==> src/rtl/wb_forward_unit_pkg.sv <==
// Shared types and constants for the writeback/forwarding unit.
package wb_forward_unit_pkg;

    localparam int XLEN_DEFAULT  = 32;
    localparam int CNT_W_DEFAULT = 32;
    localparam int REG_ADDR_W    = 5;

    typedef logic [REG_ADDR_W-1:0] reg_addr_t;

    // Writes to x0 are architecturally discarded, so they never forward.
    localparam reg_addr_t REG_X0 = '0;

    typedef enum logic [0:0] {
        ST_IDLE  = 1'b0,
        ST_STALL = 1'b1
    } stall_state_e;

    // True when the instruction in EX is a live load whose destination is
    // read by the instruction in ID, i.e. the data cannot be forwarded in time.
    function automatic logic load_use_hazard(
        input logic      ex_valid,
        input logic      ex_we,
        input logic      ex_is_load,
        input reg_addr_t ex_rd,
        input logic      flush,
        input reg_addr_t id_rs1,
        input logic      id_rs1_use,
        input reg_addr_t id_rs2,
        input logic      id_rs2_use
    );
        logic match;
        match = (id_rs1_use && (id_rs1 == ex_rd)) || (id_rs2_use && (id_rs2 == ex_rd));
        return ex_valid && ex_is_load && ex_we && (ex_rd != REG_X0) && !flush && match;
    endfunction

endpackage

==> src/rtl/wb_forward_unit_if.sv <==
// Pipeline-side bundle of the forwarding unit: ID sources, EX slot, MEM load
// data, forward buses, register-file write port and stall outputs.
interface wb_forward_unit_if
    import wb_forward_unit_pkg::*;
#(
    parameter int XLEN  = XLEN_DEFAULT,
    parameter int CNT_W = CNT_W_DEFAULT
);
    reg_addr_t         id_rs1_i;
    reg_addr_t         id_rs2_i;
    logic              id_rs1_use_i;
    logic              id_rs2_use_i;
    logic              ex_valid_i;
    logic              ex_we_i;
    logic              ex_is_load_i;
    reg_addr_t         ex_rd_i;
    logic [XLEN-1:0]   ex_result_i;
    logic [XLEN-1:0]   mem_rdata_i;
    logic              flush_i;

    logic [XLEN-1:0]   fwd1_data_o;
    reg_addr_t         fwd1_rd_o;
    logic              fwd1_vld_o;
    logic [XLEN-1:0]   fwd2_data_o;
    reg_addr_t         fwd2_rd_o;
    logic              fwd2_vld_o;
    logic              rf_we_o;
    reg_addr_t         rf_waddr_o;
    logic [XLEN-1:0]   rf_wdata_o;
    logic              stall_o;
    logic [CNT_W-1:0]  stall_cnt_o;

    // Pipeline control side: drives the stage inputs, consumes results.
    modport master (
        output id_rs1_i, id_rs2_i, id_rs1_use_i, id_rs2_use_i,
        output ex_valid_i, ex_we_i, ex_is_load_i, ex_rd_i, ex_result_i,
        output mem_rdata_i, flush_i,
        input  fwd1_data_o, fwd1_rd_o, fwd1_vld_o,
        input  fwd2_data_o, fwd2_rd_o, fwd2_vld_o,
        input  rf_we_o, rf_waddr_o, rf_wdata_o,
        input  stall_o, stall_cnt_o
    );

    // Forwarding unit side.
    modport slave (
        input  id_rs1_i, id_rs2_i, id_rs1_use_i, id_rs2_use_i,
        input  ex_valid_i, ex_we_i, ex_is_load_i, ex_rd_i, ex_result_i,
        input  mem_rdata_i, flush_i,
        output fwd1_data_o, fwd1_rd_o, fwd1_vld_o,
        output fwd2_data_o, fwd2_rd_o, fwd2_vld_o,
        output rf_we_o, rf_waddr_o, rf_wdata_o,
        output stall_o, stall_cnt_o
    );

endinterface

==> src/rtl/wb_forward_unit_fwd_stage_reg.sv <==
// One pipeline slot of forwarding state: valid, destination and data.
// Advances every cycle; there is no enable because stalls do not freeze it.
module fwd_stage_reg
    import wb_forward_unit_pkg::*;
#(
    parameter int DATA_W = XLEN_DEFAULT
) (
    input  logic              clk,
    input  logic              reset,
    input  logic              vld_i,
    input  reg_addr_t         rd_i,
    input  logic [DATA_W-1:0] data_i,
    output logic              vld_o,
    output reg_addr_t         rd_o,
    output logic [DATA_W-1:0] data_o
);

    logic              vld_q;
    reg_addr_t         rd_q;
    logic [DATA_W-1:0] data_q;

    // Capture the upstream slot every cycle; synchronous reset empties it.
    // NOTE: sequential state uses <= so every flop samples pre-edge values.
    always_ff @(posedge clk) begin
        if (reset) begin
            vld_q  <= 1'b0;
            rd_q   <= REG_X0;
            data_q <= '0;
        end else begin
            vld_q  <= vld_i;
            rd_q   <= rd_i;
            data_q <= data_i;
        end
    end

    assign vld_o  = vld_q;
    assign rd_o   = rd_q;
    assign data_o = data_q;

endmodule

==> src/rtl/wb_forward_unit.sv <==
// Writeback / forwarding unit: MEM and WB forward slots, register-file write
// port, and an optional one-cycle load-use stall.
// Optional feature: define LOAD_USE_STALL_EN to build the load-use stall FSM
// and stall counter; otherwise stall_o and stall_cnt_o are tied to zero.
module wb_forward_unit
    import wb_forward_unit_pkg::*;
#(
    parameter int XLEN  = XLEN_DEFAULT,
    parameter int CNT_W = CNT_W_DEFAULT
) (
    input  logic               clk,
    input  logic               reset,
    wb_forward_unit_if.slave   bus
);

    logic            mem_vld_d;
    logic            mem_vld_q;
    reg_addr_t       mem_rd_q;
    logic [XLEN-1:0] mem_result_q;
    logic            mem_is_load_q;
    logic [XLEN-1:0] fwd1_data;
    logic            wb_vld_q;
    reg_addr_t       wb_rd_q;
    logic [XLEN-1:0] wb_data_q;

    // A flushed slot or a write to x0 enters MEM as a bubble.
    assign mem_vld_d = bus.ex_valid_i && bus.ex_we_i && (bus.ex_rd_i != REG_X0) && !bus.flush_i;

    fwd_stage_reg #(.DATA_W(XLEN)) u_mem_reg (
        .clk    (clk),
        .reset  (reset),
        .vld_i  (mem_vld_d),
        .rd_i   (bus.ex_rd_i),
        .data_i (bus.ex_result_i),
        .vld_o  (mem_vld_q),
        .rd_o   (mem_rd_q),
        .data_o (mem_result_q)
    );

    // Remember whether the MEM slot is a load so its data comes from memory.
    // NOTE: only control/datapath flops are reset; this unit holds no memory arrays.
    always_ff @(posedge clk) begin
        if (reset) mem_is_load_q <= 1'b0;
        else       mem_is_load_q <= bus.ex_is_load_i;
    end

    assign fwd1_data = mem_is_load_q ? bus.mem_rdata_i : mem_result_q;

    fwd_stage_reg #(.DATA_W(XLEN)) u_wb_reg (
        .clk    (clk),
        .reset  (reset),
        .vld_i  (mem_vld_q),
        .rd_i   (mem_rd_q),
        .data_i (fwd1_data),
        .vld_o  (wb_vld_q),
        .rd_o   (wb_rd_q),
        .data_o (wb_data_q)
    );

    assign bus.fwd1_data_o = fwd1_data;
    assign bus.fwd1_rd_o   = mem_rd_q;
    assign bus.fwd1_vld_o  = mem_vld_q;
    assign bus.fwd2_data_o = wb_data_q;
    assign bus.fwd2_rd_o   = wb_rd_q;
    assign bus.fwd2_vld_o  = wb_vld_q;

    // The WB slot is the register-file write; suppressed while reset is held
    // so a stale slot is never committed in the reset cycle.
    assign bus.rf_we_o    = wb_vld_q && !reset;
    assign bus.rf_waddr_o = wb_rd_q;
    assign bus.rf_wdata_o = wb_data_q;

`ifdef LOAD_USE_STALL_EN
    stall_state_e     state_q;
    stall_state_e     state_d;
    logic             hazard;
    logic             stall;
    logic [CNT_W-1:0] stall_cnt_q;
    logic [CNT_W-1:0] stall_cnt_d;

    assign hazard = load_use_hazard(bus.ex_valid_i, bus.ex_we_i, bus.ex_is_load_i,
                                    bus.ex_rd_i, bus.flush_i,
                                    bus.id_rs1_i, bus.id_rs1_use_i,
                                    bus.id_rs2_i, bus.id_rs2_use_i);

    // Stall FSM state register.
    always_ff @(posedge clk) begin
        if (reset) state_q <= ST_IDLE;
        else       state_q <= state_d;
    end

    // Next state: enter STALL on a hazard, always leave it after one cycle.
    // NOTE: every always_comb output gets a default first so no latch is inferred.
    always_comb begin
        state_d = state_q;
        unique case (state_q)
            ST_IDLE:  if (hazard) state_d = ST_STALL;
            ST_STALL: state_d = ST_IDLE;
            default:  state_d = ST_IDLE;
        endcase
    end

    // Output: stall only from IDLE, so a load costs at most one bubble; the
    // load then sits in MEM and reaches ID through fwd1.
    always_comb begin
        stall = 1'b0;
        if (state_q == ST_IDLE && hazard && !reset) stall = 1'b1;
    end

    // Saturating count of stall cycles.
    always_comb begin
        stall_cnt_d = stall_cnt_q;
        if (stall && (stall_cnt_q != '1)) stall_cnt_d = stall_cnt_q + CNT_W'(1);
    end

    // Stall counter register.
    always_ff @(posedge clk) begin
        if (reset) stall_cnt_q <= '0;
        else       stall_cnt_q <= stall_cnt_d;
    end

    assign bus.stall_o     = stall;
    assign bus.stall_cnt_o = stall_cnt_q;
`else
    assign bus.stall_o     = 1'b0;
    assign bus.stall_cnt_o = '0;
`endif

endmodule

==> src/flat_wrapper.sv <==
// flat-port wrapper written by rule: the top's interface ports become plain ports
module wb_forward_unit_flat import wb_forward_unit_pkg::*;
#(
    parameter int XLEN  = XLEN_DEFAULT,
    parameter int CNT_W = CNT_W_DEFAULT
)
  (clk, reset, bus_id_rs1_i, bus_id_rs2_i, bus_id_rs1_use_i, bus_id_rs2_use_i, bus_ex_valid_i, bus_ex_we_i, bus_ex_is_load_i, bus_ex_rd_i, bus_ex_result_i, bus_mem_rdata_i, bus_flush_i, bus_fwd1_data_o, bus_fwd1_rd_o, bus_fwd1_vld_o, bus_fwd2_data_o, bus_fwd2_rd_o, bus_fwd2_vld_o, bus_rf_we_o, bus_rf_waddr_o, bus_rf_wdata_o, bus_stall_o, bus_stall_cnt_o);
  wb_forward_unit_if #(.XLEN(XLEN), .CNT_W(CNT_W)) bus_i ();
  input  logic clk;
  input  logic reset;
  input wire logic [$bits(bus_i.id_rs1_i)-1:0] bus_id_rs1_i;
  input wire logic [$bits(bus_i.id_rs2_i)-1:0] bus_id_rs2_i;
  input wire logic [$bits(bus_i.id_rs1_use_i)-1:0] bus_id_rs1_use_i;
  input wire logic [$bits(bus_i.id_rs2_use_i)-1:0] bus_id_rs2_use_i;
  input wire logic [$bits(bus_i.ex_valid_i)-1:0] bus_ex_valid_i;
  input wire logic [$bits(bus_i.ex_we_i)-1:0] bus_ex_we_i;
  input wire logic [$bits(bus_i.ex_is_load_i)-1:0] bus_ex_is_load_i;
  input wire logic [$bits(bus_i.ex_rd_i)-1:0] bus_ex_rd_i;
  input wire logic [$bits(bus_i.ex_result_i)-1:0] bus_ex_result_i;
  input wire logic [$bits(bus_i.mem_rdata_i)-1:0] bus_mem_rdata_i;
  input wire logic [$bits(bus_i.flush_i)-1:0] bus_flush_i;
  output wire logic [$bits(bus_i.fwd1_data_o)-1:0] bus_fwd1_data_o;
  output wire logic [$bits(bus_i.fwd1_rd_o)-1:0] bus_fwd1_rd_o;
  output wire logic [$bits(bus_i.fwd1_vld_o)-1:0] bus_fwd1_vld_o;
  output wire logic [$bits(bus_i.fwd2_data_o)-1:0] bus_fwd2_data_o;
  output wire logic [$bits(bus_i.fwd2_rd_o)-1:0] bus_fwd2_rd_o;
  output wire logic [$bits(bus_i.fwd2_vld_o)-1:0] bus_fwd2_vld_o;
  output wire logic [$bits(bus_i.rf_we_o)-1:0] bus_rf_we_o;
  output wire logic [$bits(bus_i.rf_waddr_o)-1:0] bus_rf_waddr_o;
  output wire logic [$bits(bus_i.rf_wdata_o)-1:0] bus_rf_wdata_o;
  output wire logic [$bits(bus_i.stall_o)-1:0] bus_stall_o;
  output wire logic [$bits(bus_i.stall_cnt_o)-1:0] bus_stall_cnt_o;
  assign bus_i.id_rs1_i = bus_id_rs1_i;
  assign bus_i.id_rs2_i = bus_id_rs2_i;
  assign bus_i.id_rs1_use_i = bus_id_rs1_use_i;
  assign bus_i.id_rs2_use_i = bus_id_rs2_use_i;
  assign bus_i.ex_valid_i = bus_ex_valid_i;
  assign bus_i.ex_we_i = bus_ex_we_i;
  assign bus_i.ex_is_load_i = bus_ex_is_load_i;
  assign bus_i.ex_rd_i = bus_ex_rd_i;
  assign bus_i.ex_result_i = bus_ex_result_i;
  assign bus_i.mem_rdata_i = bus_mem_rdata_i;
  assign bus_i.flush_i = bus_flush_i;
  assign bus_fwd1_data_o = bus_i.fwd1_data_o;
  assign bus_fwd1_rd_o = bus_i.fwd1_rd_o;
  assign bus_fwd1_vld_o = bus_i.fwd1_vld_o;
  assign bus_fwd2_data_o = bus_i.fwd2_data_o;
  assign bus_fwd2_rd_o = bus_i.fwd2_rd_o;
  assign bus_fwd2_vld_o = bus_i.fwd2_vld_o;
  assign bus_rf_we_o = bus_i.rf_we_o;
  assign bus_rf_waddr_o = bus_i.rf_waddr_o;
  assign bus_rf_wdata_o = bus_i.rf_wdata_o;
  assign bus_stall_o = bus_i.stall_o;
  assign bus_stall_cnt_o = bus_i.stall_cnt_o;
  wb_forward_unit #(.XLEN(XLEN), .CNT_W(CNT_W)) u_core (.clk(clk), .reset(reset), .bus(bus_i));
endmodule
==> config.mk <==
export PLATFORM = sky130hd
export DESIGN_NAME = wb_forward_unit_flat
export DESIGN_NICKNAME = d
export VERILOG_FILES = /design/src/rtl/wb_forward_unit_pkg.sv /design/src/rtl/wb_forward_unit_if.sv /design/src/rtl/wb_forward_unit_fwd_stage_reg.sv /design/src/rtl/wb_forward_unit.sv /design/src/flat_wrapper.sv
export SDC_FILE = /design/constraint.sdc
export NUM_CORES = 1
export LEC_CHECK = 0
export ABC_CLOCK_PERIOD_IN_PS = 1100
export CELL_PAD_IN_SITES_DETAIL_PLACEMENT = 1
export CELL_PAD_IN_SITES_GLOBAL_PLACEMENT = 2
export CORE_MARGIN = 4
export CORE_UTILIZATION = 33
export DETAILED_ROUTE_END_ITERATION = 8
export DONT_BUFFER_PORTS = 1
export HOLD_SLACK_MARGIN = 0.02
export MAX_ROUTING_LAYER = met4
export PLACE_DENSITY = 0.72
export RECOVER_POWER = 50
export SLEW_MARGIN = 20
export SYNTH_ARGS = -nofsm -noshare
export SYNTH_HDL_FRONTEND = slang
export SYNTH_HIERARCHICAL = 1
export SYNTH_SLANG_ARGS = --single-unit
==> constraint.sdc <==
create_clock -name clk -period 1.1 [get_ports clk]
set_clock_uncertainty 0.05 [all_clocks]
set_input_delay 0.22 -clock clk [delete_from_list [all_inputs] [get_ports clk]]
set_output_delay 0.22 -clock clk [all_outputs]
set_load 0.005 [all_outputs]
# [Yosys cells after proc, flatten, opt, wreduce, memory -nomap -nowiden]
# Cells that the tools add are included.
[classes] n_mux=1 reduce_logical=7
[op_table] cell="32-bit two-way mux" count=1
[op_table] cell="5-bit nonzero test" count=1
[op_table] cell="1-bit logical AND" count=4
[op_table] cell="1-bit zero test" count=2
[word_totals] elab_cells=15 register_bits=77 out_inout_bits=147

# [Longest topological paths before layout]
# Gate-level depths: netlist of the first run.
[depth] depth_word=3 ltp_mapped=4

# [By module]
# The synthesis of the first run kept the hierarchy.
[by_module_without_submodules] mod="fwd_stage_reg" seq_area_each_um2=760.7 area_per_inst_um2=1212.4 cells_each=80 n_inst=2
[by_module_without_submodules] mod="wb_forward_unit" seq_area_each_um2=20.0 area_per_inst_um2=1127.3 cells_each=114 n_inst=1

# [Worst setup path before layout of the first run]
# OpenSTA, ideal clock, no wires.
[synth_timing] kind="register -> register" start="register u_core.mem_is_load_q" end="register u_core.u_wb_reg.data_q[1], in the netlist u_core/u_wb_reg/data_o[1]" path_slack_ns=-0.087 synth_period_minus_slack_ns=1.187 path_buffers=2 required_time_ns=0.936 path_stages_with_launch=5 t_arrival_ns=1.023 path_cell_list="dfxtp_1 buf_6 buf_12 mux2_4 and2b_1"
[synth_via] elab_chain_cells=1
[synth_lines] element="start: declaration" line="wb_forward_unit.sv:20" text="logic mem_is_load_q;"
[synth_lines] element="start signal: assignment" line="wb_forward_unit.sv:44" text="else mem_is_load_q <= bus.ex_is_load_i;"
[synth_lines] element="32-bit two-way mux" line="wb_forward_unit.sv:47" text="assign fwd1_data = mem_is_load_q ? bus.mem_rdata_i : mem_result_q;"
[synth_lines] element="named net bus_fwd1_data_o[1]" line="flat_wrapper.sv:22" text="output wire logic [$bits(bus_i.fwd1_data_o)-1:0] bus_fwd1_data_o;"
[synth_lines] element="end signal: assignment" line="wb_forward_unit_fwd_stage_reg.sv:32" text="data_q <= data_i;"
[synth_lines] element="end: declaration" line="wb_forward_unit_fwd_stage_reg.sv:20" text="logic [DATA_W-1:0] data_q;"
# The timed path passes the listed nets, and every way through them passes these cells.
# A chain may end at the register's enable or synchronous reset.

# [Worst setup path in the final report of the first run]
[layout_timing] start="register u_core.mem_is_load_q" end="output bus_fwd1_data_o[7]"
[layout_via] elab_chain_cells=1
[layout_lines] element="32-bit two-way mux" line="wb_forward_unit.sv:47"
[layout_lines] element="end: declaration" line="flat_wrapper.sv:22"
# No other way between the ends.

==> results.json, run 1 <==
{
  "status": "finished with violations",
  "violations": "hold timing, setup timing",
  "synth-simple-area-share": 0.231,
  "synth_top_family_by_area": "simple AND/OR/NAND/NOR gates",
  "worstPathRequired_ps": 830,
  "track_usage": 0.112,
  "dp_hpwl_mm": 4.73,
  "switching_share": 0.217,
  "synth_mux_area_frac": 0.133,
  "clkLatencyLatePin_ps": 340,
  "final_core_util": 0.359,
  "synth_area_um2": 3550,
  "clkPwrFrac": 0.399,
  "cap_violations": 0,
  "critPathCaptureType": "primary output",
  "crit_arrival_ps": 1270,
  "synth-xor-area-share": 0,
  "rsz0062_at_grt": "yes",
  "area_growth_pct": 5.28,
  "drv_slew": 0,
  "setup_viol": 65,
  "stdcell_count": 421,
  "first_pass_iters": 3,
  "rows": 37,
  "hold_buffers": 39,
  "rr_startpoint": "u_core/mem_is_load_q",
  "p_seq_frac": 0.504,
  "powerDensity_nw_per_um2": 1610,
  "post-route-period-util": 1.40,
  "die-area_um2": 12500,
  "seqCellArea_um2": 1550,
  "fmax_mhz": 649,
  "portBuffers": 0,
  "power_mw": 6.04,
  "hp-class": "in -> reg",
  "setup_tns_ps": -16270,
  "ant_nets": 0,
  "drc": 0,
  "synth_seq_cells": 77,
  "die-height_um": 112,
  "p_switching_mw": 1.31,
  "grt_first_pass_wirelength_mm": 10.4,
  "numPlacedInstances": 363,
  "cts_root_buffer": "clkbuf_8",
  "worstSetupPathType": "reg -> out",
  "gp_congestion": 0.664,
  "cts.sinks": 77,
  "cts_made_buffers": 9,
  "vdd_drop_max_uv": 587,
  "holdPathEnd": "u_core/u_wb_reg/data_o[5]",
  "p_int_mw": 4.73,
  "grt_remaining_overflow": 0,
  "wire_per_inst_um": 16.6,
  "period_needed_ps": 1540,
  "multi_input_area_um2": 1330,
  "die_w_um": 112,
  "r2r_cells": 3,
  "cts_buffer_depth": 2,
  "ios": 234,
  "startpoint": "u_core/mem_is_load_q",
  "synth_cell_type_count": 15,
  "core_um2": 10400,
  "hold_violations": 32,
  "min-delay-start": "reset",
  "syn_inst": 274,
  "whs_ps": -99.2,
  "drt_iter0_drc": 34,
  "start_util": 0.341,
  "cts_tree": "yes",
  "htree_levels": 3,
  "antenna_found_initial": 1,
  "synth_compound_area_frac": 0.00141,
  "routed_wl_mm": 6.98,
  "vias": 1686,
  "yosys.area_share.adder": 0,
  "grt_start_max_net_pins": 79,
  "nNetsFinal": 366,
  "grt_pass1_vias": 1919,
  "crit_fanout": 8,
  "combPwrFrac": 0.097,
  "worst_slack_ps": -441,
  "reg2reg_to": "u_core/u_wb_reg/data_o[3]",
  "post_route_cells_drive_above_1_share": 0.296,
  "yosysWarnings": 6,
  "regToRegSetupSlack_ps": -120,
  "clk_pin_slew_ps": 80,
  "routed_via_density": 4.00,
  "hold_path_depth": 1,
  "final.fill_count": 1131,
  "ys_seq_area_frac": 0.434,
  "startpoint_type": "register",
  "syn_area_per_cell_um2": 13.0,
  "p_leak_nw": 1.65
}
[per-layer routing]
layer / track usage / routed length [um] / up-vias
met5: - / 0 / -
met4: 0.0600 / 140 / 0
met3: 0.0467 / 737 / 12
met2: 0.187 / 3710 / 118
met1: 0.112 / 2390 / 798
li1: - / - / 758
[synth_stat cells]
cell       n  area, um2
a21oi_1    1       5.00
nor2_1     1       3.75
mux2_2     2       22.5
buf_12     7        140
buf_2      2       10.0
mux2_4    30        450
buf_6      3       33.8
conb_1     1       3.75
nor2b_4   40        551
buf_4     70        526
nor3_1     1       5.00
nand3b_1   1       7.51
and2b_1   12       90.1
dfxtp_1   77       1540
nor2b_1   26        163
[cell type report]
cell class,instances,area share
diodes,1,0.000669
clock buffers,12,0.0415
clock inverters,4,0.0187
multi-input cells,147,0.355
flip-flops and latches,77,0.413
well taps,136,0.0455
repair buffers,44,0.126
[cell usage in the layout, fill, tap and decap left out]
| cell | count |
|---|---|
| nor2b_1 | 35 |
| conb_1 | 33 |
| a21oi_1 | 1 |
| buf_4 | 2 |
| and2b_1 | 12 |
| clkbuf_1 | 1 |
| clkinv_2 | 2 |
| diode_2 | 1 |
| clkbuf_8 | 11 |
| clkbuf_16 | 1 |
| bufinv_16 | 2 |
| nor2b_4 | 24 |
| dfxtp_1 | 76 |
| mux2_4 | 32 |
| dlygate4sd3_1 | 39 |
| dfxtp_4 | 1 |
| buf_12 | 2 |
| nand3b_1 | 1 |
| nor3_1 | 1 |
| nor2b_2 | 7 |
| nor2_1 | 1 |
[state kept, by name (all words and copies together), names as in the netlist]
name / flops
u_core/u_mem_reg/data_o: 32
u_core/u_wb_reg/data_o: 32
u_core/u_mem_reg/rd_o: 5
u_core/u_wb_reg/rd_o: 5
u_core/mem_is_load_q: 1
u_core/u_mem_reg/vld_o: 1
u_core/u_wb_reg/vld_o: 1
[cell families after synthesis]
family | count (synthesis)
muxes | 32
and+or+nand+nor | 81
other | 1
DFF | 77
AOI/OAI and AO/OA | 1
buffers and inverters | 82
[power groups by stage]
stage,clock (mW),combinational [mW],sequential (mW)
after floorplan,0,0.752,3.06
after global placement,0,0.479,3.11
after detailed placement,0,0.491,3.11
after CTS,2.50,0.605,3.04
after global routing,2.64,0.635,3.06
final,2.41,0.587,3.04
[worst max-delay path, stage by stage (launching register included)]
cell and delay [ps]:
dfxtp_4 420, clkbuf_16 190, mux2_4 320
[worst max path at each step]
stage	depth (start not counted)	to	slack, ps
floorplan	4	u_core/u_wb_reg/data_o[1]	-80
global placement	3	u_core/u_wb_reg/data_o[29]	-130
detailed placement	3	u_core/u_wb_reg/data_o[17]	-140
CTS	2	bus_fwd1_data_o[17]	-480
global route	2	bus_fwd1_data_o[7]	-510
finish	2	bus_fwd1_data_o[7]	-440
[metrics by stage]
step / worst slack (ps) / instance area, um2
after detailed placement: -141 / 3180
after CTS: -480 / 3830
after global routing: -506 / 3740
final: -441 / 3740
after global placement: -130 / 3180
after floorplan: -79.2 / 3670
[what timing repair did]
action	CTS	global route
endpoints found under the hold margin	77	32
endpoints found under the setup margin	65	65
gates cloned	0	1
setup buffers	1	0
resized for setup	7	6
No activity file was read; power rests on OpenSTA's default activity.
==> run 2: changes to the inputs <==
Settings changed: CORE_UTILIZATION 33 to 27, PLACE_DENSITY 0.72 to 0.6.
==> results.json, run 2 (same netlist as run 1, synthesis figures left out) <==
{
  "nNetsFinal": 364,
  "grt_first_pass_wirelength_mm": 9.95,
  "cap_violations": 0,
  "clkLatencyLatePin_ps": 330,
  "track_usage": 0.0934,
  "setup_tns_ps": -14890,
  "seqCellArea_um2": 1550,
  "first_pass_iters": 3,
  "power_mw": 6.24,
  "post_route_cells_drive_above_1_share": 0.263,
  "antenna_found_initial": 0,
  "hp-class": "in -> reg",
  "post-route-period-util": 1.38,
  "clk_pin_slew_ps": 60,
  "grt_pass1_vias": 1807,
  "wire_per_inst_um": 15.2,
  "status": "finished with violations",
  "violations": "hold timing, setup timing",
  "gp_congestion": 0.625,
  "setup_viol": 65,
  "routed_via_density": 3.67,
  "rows": 41,
  "die-height_um": 123,
  "postLayoutCellArea_um2": 3760,
  "critPathCaptureType": "primary output",
  "startpoint_type": "register",
  "htree_levels": 3,
  "cts_made_buffers": 9,
  "rr_startpoint": "u_core/mem_is_load_q",
  "vdd_drop_max_uv": 755,
  "mostFrequentLayoutCell": "dfxtp_1",
  "die-area_um2": 15100,
  "period_needed_ps": 1520,
  "p_leak_nw": 1.63,
  "cts_tree": "yes",
  "core_um2": 12800,
  "start_util": 0.278,
  "grt_remaining_overflow": 0,
  "crit_arrival_ps": 1250,
  "dp_hpwl_mm": 4.77,
  "powerDensity_nw_per_um2": 1660,
  "num_antenna_cells": 0,
  "worst_slack_ps": -416,
  "portBuffers": 0,
  "drt_iter0_drc": 33,
  "final_cell_mix": "dfxtp_1 (76), nor2b_1 (41), dlygate4sd3_1 (38)",
  "fmax_mhz": 660,
  "vias": 1663,
  "cts_buffer_depth": 2,
  "multi_input_area_um2": 1300,
  "whs_ps": -62.9,
  "worstPathRequired_ps": 830,
  "drv_slew": 0,
  "routed_wl_mm": 6.91,
  "placed_area_um2": 3230,
  "cts_root_buffer": "clkbuf_16",
  "die_w_um": 123,
  "ios": 234,
  "cts.sinks": 77,
  "area_growth_pct": 5.78,
  "worstSetupPathType": "reg -> out",
  "startpoint": "u_core/mem_is_load_q",
  "hold_buffers": 38,
  "hold_violations": 32,
  "ant_nets": 0,
  "drc": 0,
  "final.fill_count": 1401,
  "rsz0062_at_grt": "yes",
  "min-delay-start": "reset",
  "grt_start_max_net_pins": 79,
  "crit_fanout": 16
}
run 2: path summary, 6_finish.rpt:
kind | end | slack (ps) | depth (start not counted)
setup / recovery | bus_fwd1_data_o[19] | -420 | 2
hold / removal | u_core/u_wb_reg/data_o[2] | -60 | 1
setup reg to reg | u_core/u_wb_reg/data_o[19] | -100 | 3
hold reg to reg | u_core/u_wb_reg/rd_o[1] | 450 | 1
run 2: what timing repair did:
action	CTS	global route
setup buffers	1	0
endpoints found under the hold margin	73	32
setup endpoints to repair	65	65
gates resized for setup	6	4
run 2: critical path: stages (launching register included):
cell	delay [ps]
dfxtp_4	390
buf_12	180
mux2_4	340
run 2: per-stage QoR:
stage                     worst slack (ps)  instances  utilization
after detailed placement              -155        399        0.253
after global routing                  -474        453        0.294
after floorplan                      -79.2        306            -
after global placement                -142        399        0.253
after CTS                             -451        453        0.305
final                                 -416        453        0.294
run 2: routing by layer:
metal / GRT usage / share of wire
met1: 0.0850 / 0.31
met2: 0.155 / 0.53
met3: 0.0581 / 0.13
met4: 0.0420 / 0.018
met5: - / 0
run 2: power by group:
part | switching, mW | internal [mW] | leakage [nW]
logic | 0.187 | 0.380 | 0.864
registers | 0.100 | 2.94 | 0.639
clock network | 1.06 | 1.57 | 0.129
run 2: area by class of cell:
type                            count  share of cell area
Clock buffer                       13              0.0666
Clock inverter                      2             0.00266
Multi-Input combinational cell    147               0.346
Sequential cell                    77               0.411
Tap cell                          172              0.0573
Timing Repair Buffer               42               0.116
==> run 3: changes to the inputs <==
Settings changed: CORE_ASPECT_RATIO set to 1.5.
==> results.json, run 3 (same netlist as run 1, synthesis figures left out) <==
{
  "status": "finished with violations",
  "violations": "hold timing, setup timing",
  "setup_tns_ps": -17000,
  "grt_remaining_overflow": 0,
  "final_cell_mix": "dfxtp_1 (76), nor2b_1 (39), dlygate4sd3_1 (38)",
  "fmax_mhz": 653,
  "critPathBufInv": 1,
  "post_route_cells_drive_above_1_share": 0.280,
  "area_growth_pct": 6.34,
  "htree_levels": 3,
  "clkLatencyLatePin_ps": 330,
  "routed_wl_mm": 7.11,
  "die-area_um2": 15100,
  "critPathCaptureType": "primary output",
  "ios": 234,
  "cap_violations": 0,
  "powerDensity_nw_per_um2": 1670,
  "vias": 1677,
  "crit_fanout": 10,
  "seqCellArea_um2": 1550,
  "cts_made_buffers": 9,
  "grt_first_pass_wirelength_mm": 10.4,
  "min-delay-start": "reset",
  "nNetsFinal": 364,
  "first_pass_iters": 3,
  "hp-class": "in -> reg",
  "rows": 51,
  "cts_tree": "yes",
  "drt_iter0_drc": 22,
  "hold_buffers": 38,
  "crit_arrival_ps": 1260,
  "worstSetupPathType": "reg -> out",
  "worstPathRequired_ps": 830,
  "crit_slowest_cell": "dfxtp_4",
  "multi_input_area_um2": 1300,
  "antenna_found_initial": 0,
  "startpoint_type": "register",
  "mostFrequentLayoutCell": "dfxtp_1",
  "cts_root_buffer": "clkbuf_16",
  "rr_startpoint": "u_core/mem_is_load_q",
  "max_stage_delay_ps": 430,
  "drc": 0,
  "cts_setup_buffers": 0,
  "r2r_cells": 3,
  "ant_nets": 0,
  "worst_slack_ps": -433,
  "track_usage": 0.0957,
  "vdd_drop_max_uv": 589,
  "final.fill_count": 1417,
  "rsz0062_at_grt": "yes",
  "gp_congestion": 0.622,
  "setup_viol": 65,
  "reg2reg_to": "u_core/u_wb_reg/data_o[1]",
  "die-height_um": 148,
  "hold_path_depth": 1,
  "cts.sinks": 77,
  "hold_violations": 15,
  "post-route-period-util": 1.39,
  "core_um2": 13000,
  "clk_pin_slew_ps": 60,
  "whs_ps": -86.6,
  "cts_buffer_depth": 2,
  "die_w_um": 102,
  "numPlacedInstances": 386,
  "p_leak_nw": 1.63,
  "dp_hpwl_mm": 5.00,
  "grt_start_max_net_pins": 79,
  "wire_per_inst_um": 16.1,
  "num_antenna_cells": 0,
  "holdPathEnd": "u_core/u_wb_reg/data_o[6]",
  "start_util": 0.274,
  "crit_family": "flip-flops",
  "drv_slew": 0,
  "regToRegSetupSlack_ps": -140,
  "crit_chain": "buf_12, mux2_4",
  "portBuffers": 0,
  "routed_via_density": 3.80,
  "stdcell_count": 441,
  "period_needed_ps": 1530,
  "grt_pass1_vias": 1867
}
run 3: how the worst max path moves through the flow:
stage	from	end	slack, ps	cells after the start
2_1_floorplan	u_core/mem_is_load_q	u_core/u_wb_reg/data_o[1]	-80	4
3_3_place_gp	u_core/mem_is_load_q	u_core/u_wb_reg/data_o[3]	-140	3
3_5_place_dp	u_core/mem_is_load_q	u_core/u_wb_reg/data_o[1]	-160	3
4_1_cts	u_core/mem_is_load_q	bus_fwd1_data_o[14]	-480	2
5_1_grt	u_core/mem_is_load_q	bus_fwd1_data_o[14]	-490	2
6_report	u_core/mem_is_load_q	bus_fwd1_data_o[2]	-430	2
run 3: final cells by class:
cell class | count | share of cell area
sequential | 77 | 0.409
clock inverter | 6 | 0.0106
clock buffer | 10 | 0.0606
tap | 159 | 0.0527
multi-input combinational | 147 | 0.344
timing repair buffer | 42 | 0.123
run 3: timing repair:
item,CTS,global route
setup endpoints to repair,65,65
gates cloned,1,0
gates resized for setup,12,3
endpoints found under the hold margin,70,32
run 3: power breakdown:
group	switching [mW]	total, mW	internal [mW]	leakage (nW)
clock network	1.16	2.68	1.52	0.120
registers	0.103	3.04	2.94	0.639
logic	0.183	0.572	0.389	0.874
total	1.45	6.30	4.85	1.63
run 3: layer usage:
| layer | up-vias | wire length [um] | track usage | share of wire |
|---|---|---|---|---|
| li1 | 754 | - | - | - |
| met1 | 810 | 2130 | 0.0847 | 0.30 |
| met2 | 107 | 4200 | 0.176 | 0.59 |
| met3 | 6 | 659 | 0.0343 | 0.093 |
| met4 | 0 | 119 | 0.0446 | 0.017 |
| met5 | - | 0 | - | 0 |
run 3: per-stage QoR:
stage	hold WS [ps]	setup WS (ps)	total power [mW]	instance area, um2	util
after floorplan	234	-79.2	3.81	3670	-
after global placement	253	-137	3.58	3200	0.247
after detailed placement	256	-163	3.59	3200	0.247
after CTS	-102	-481	6.47	3910	0.302
after global routing	-115	-494	6.66	3780	0.292
final	-86.6	-433	6.30	3780	0.292
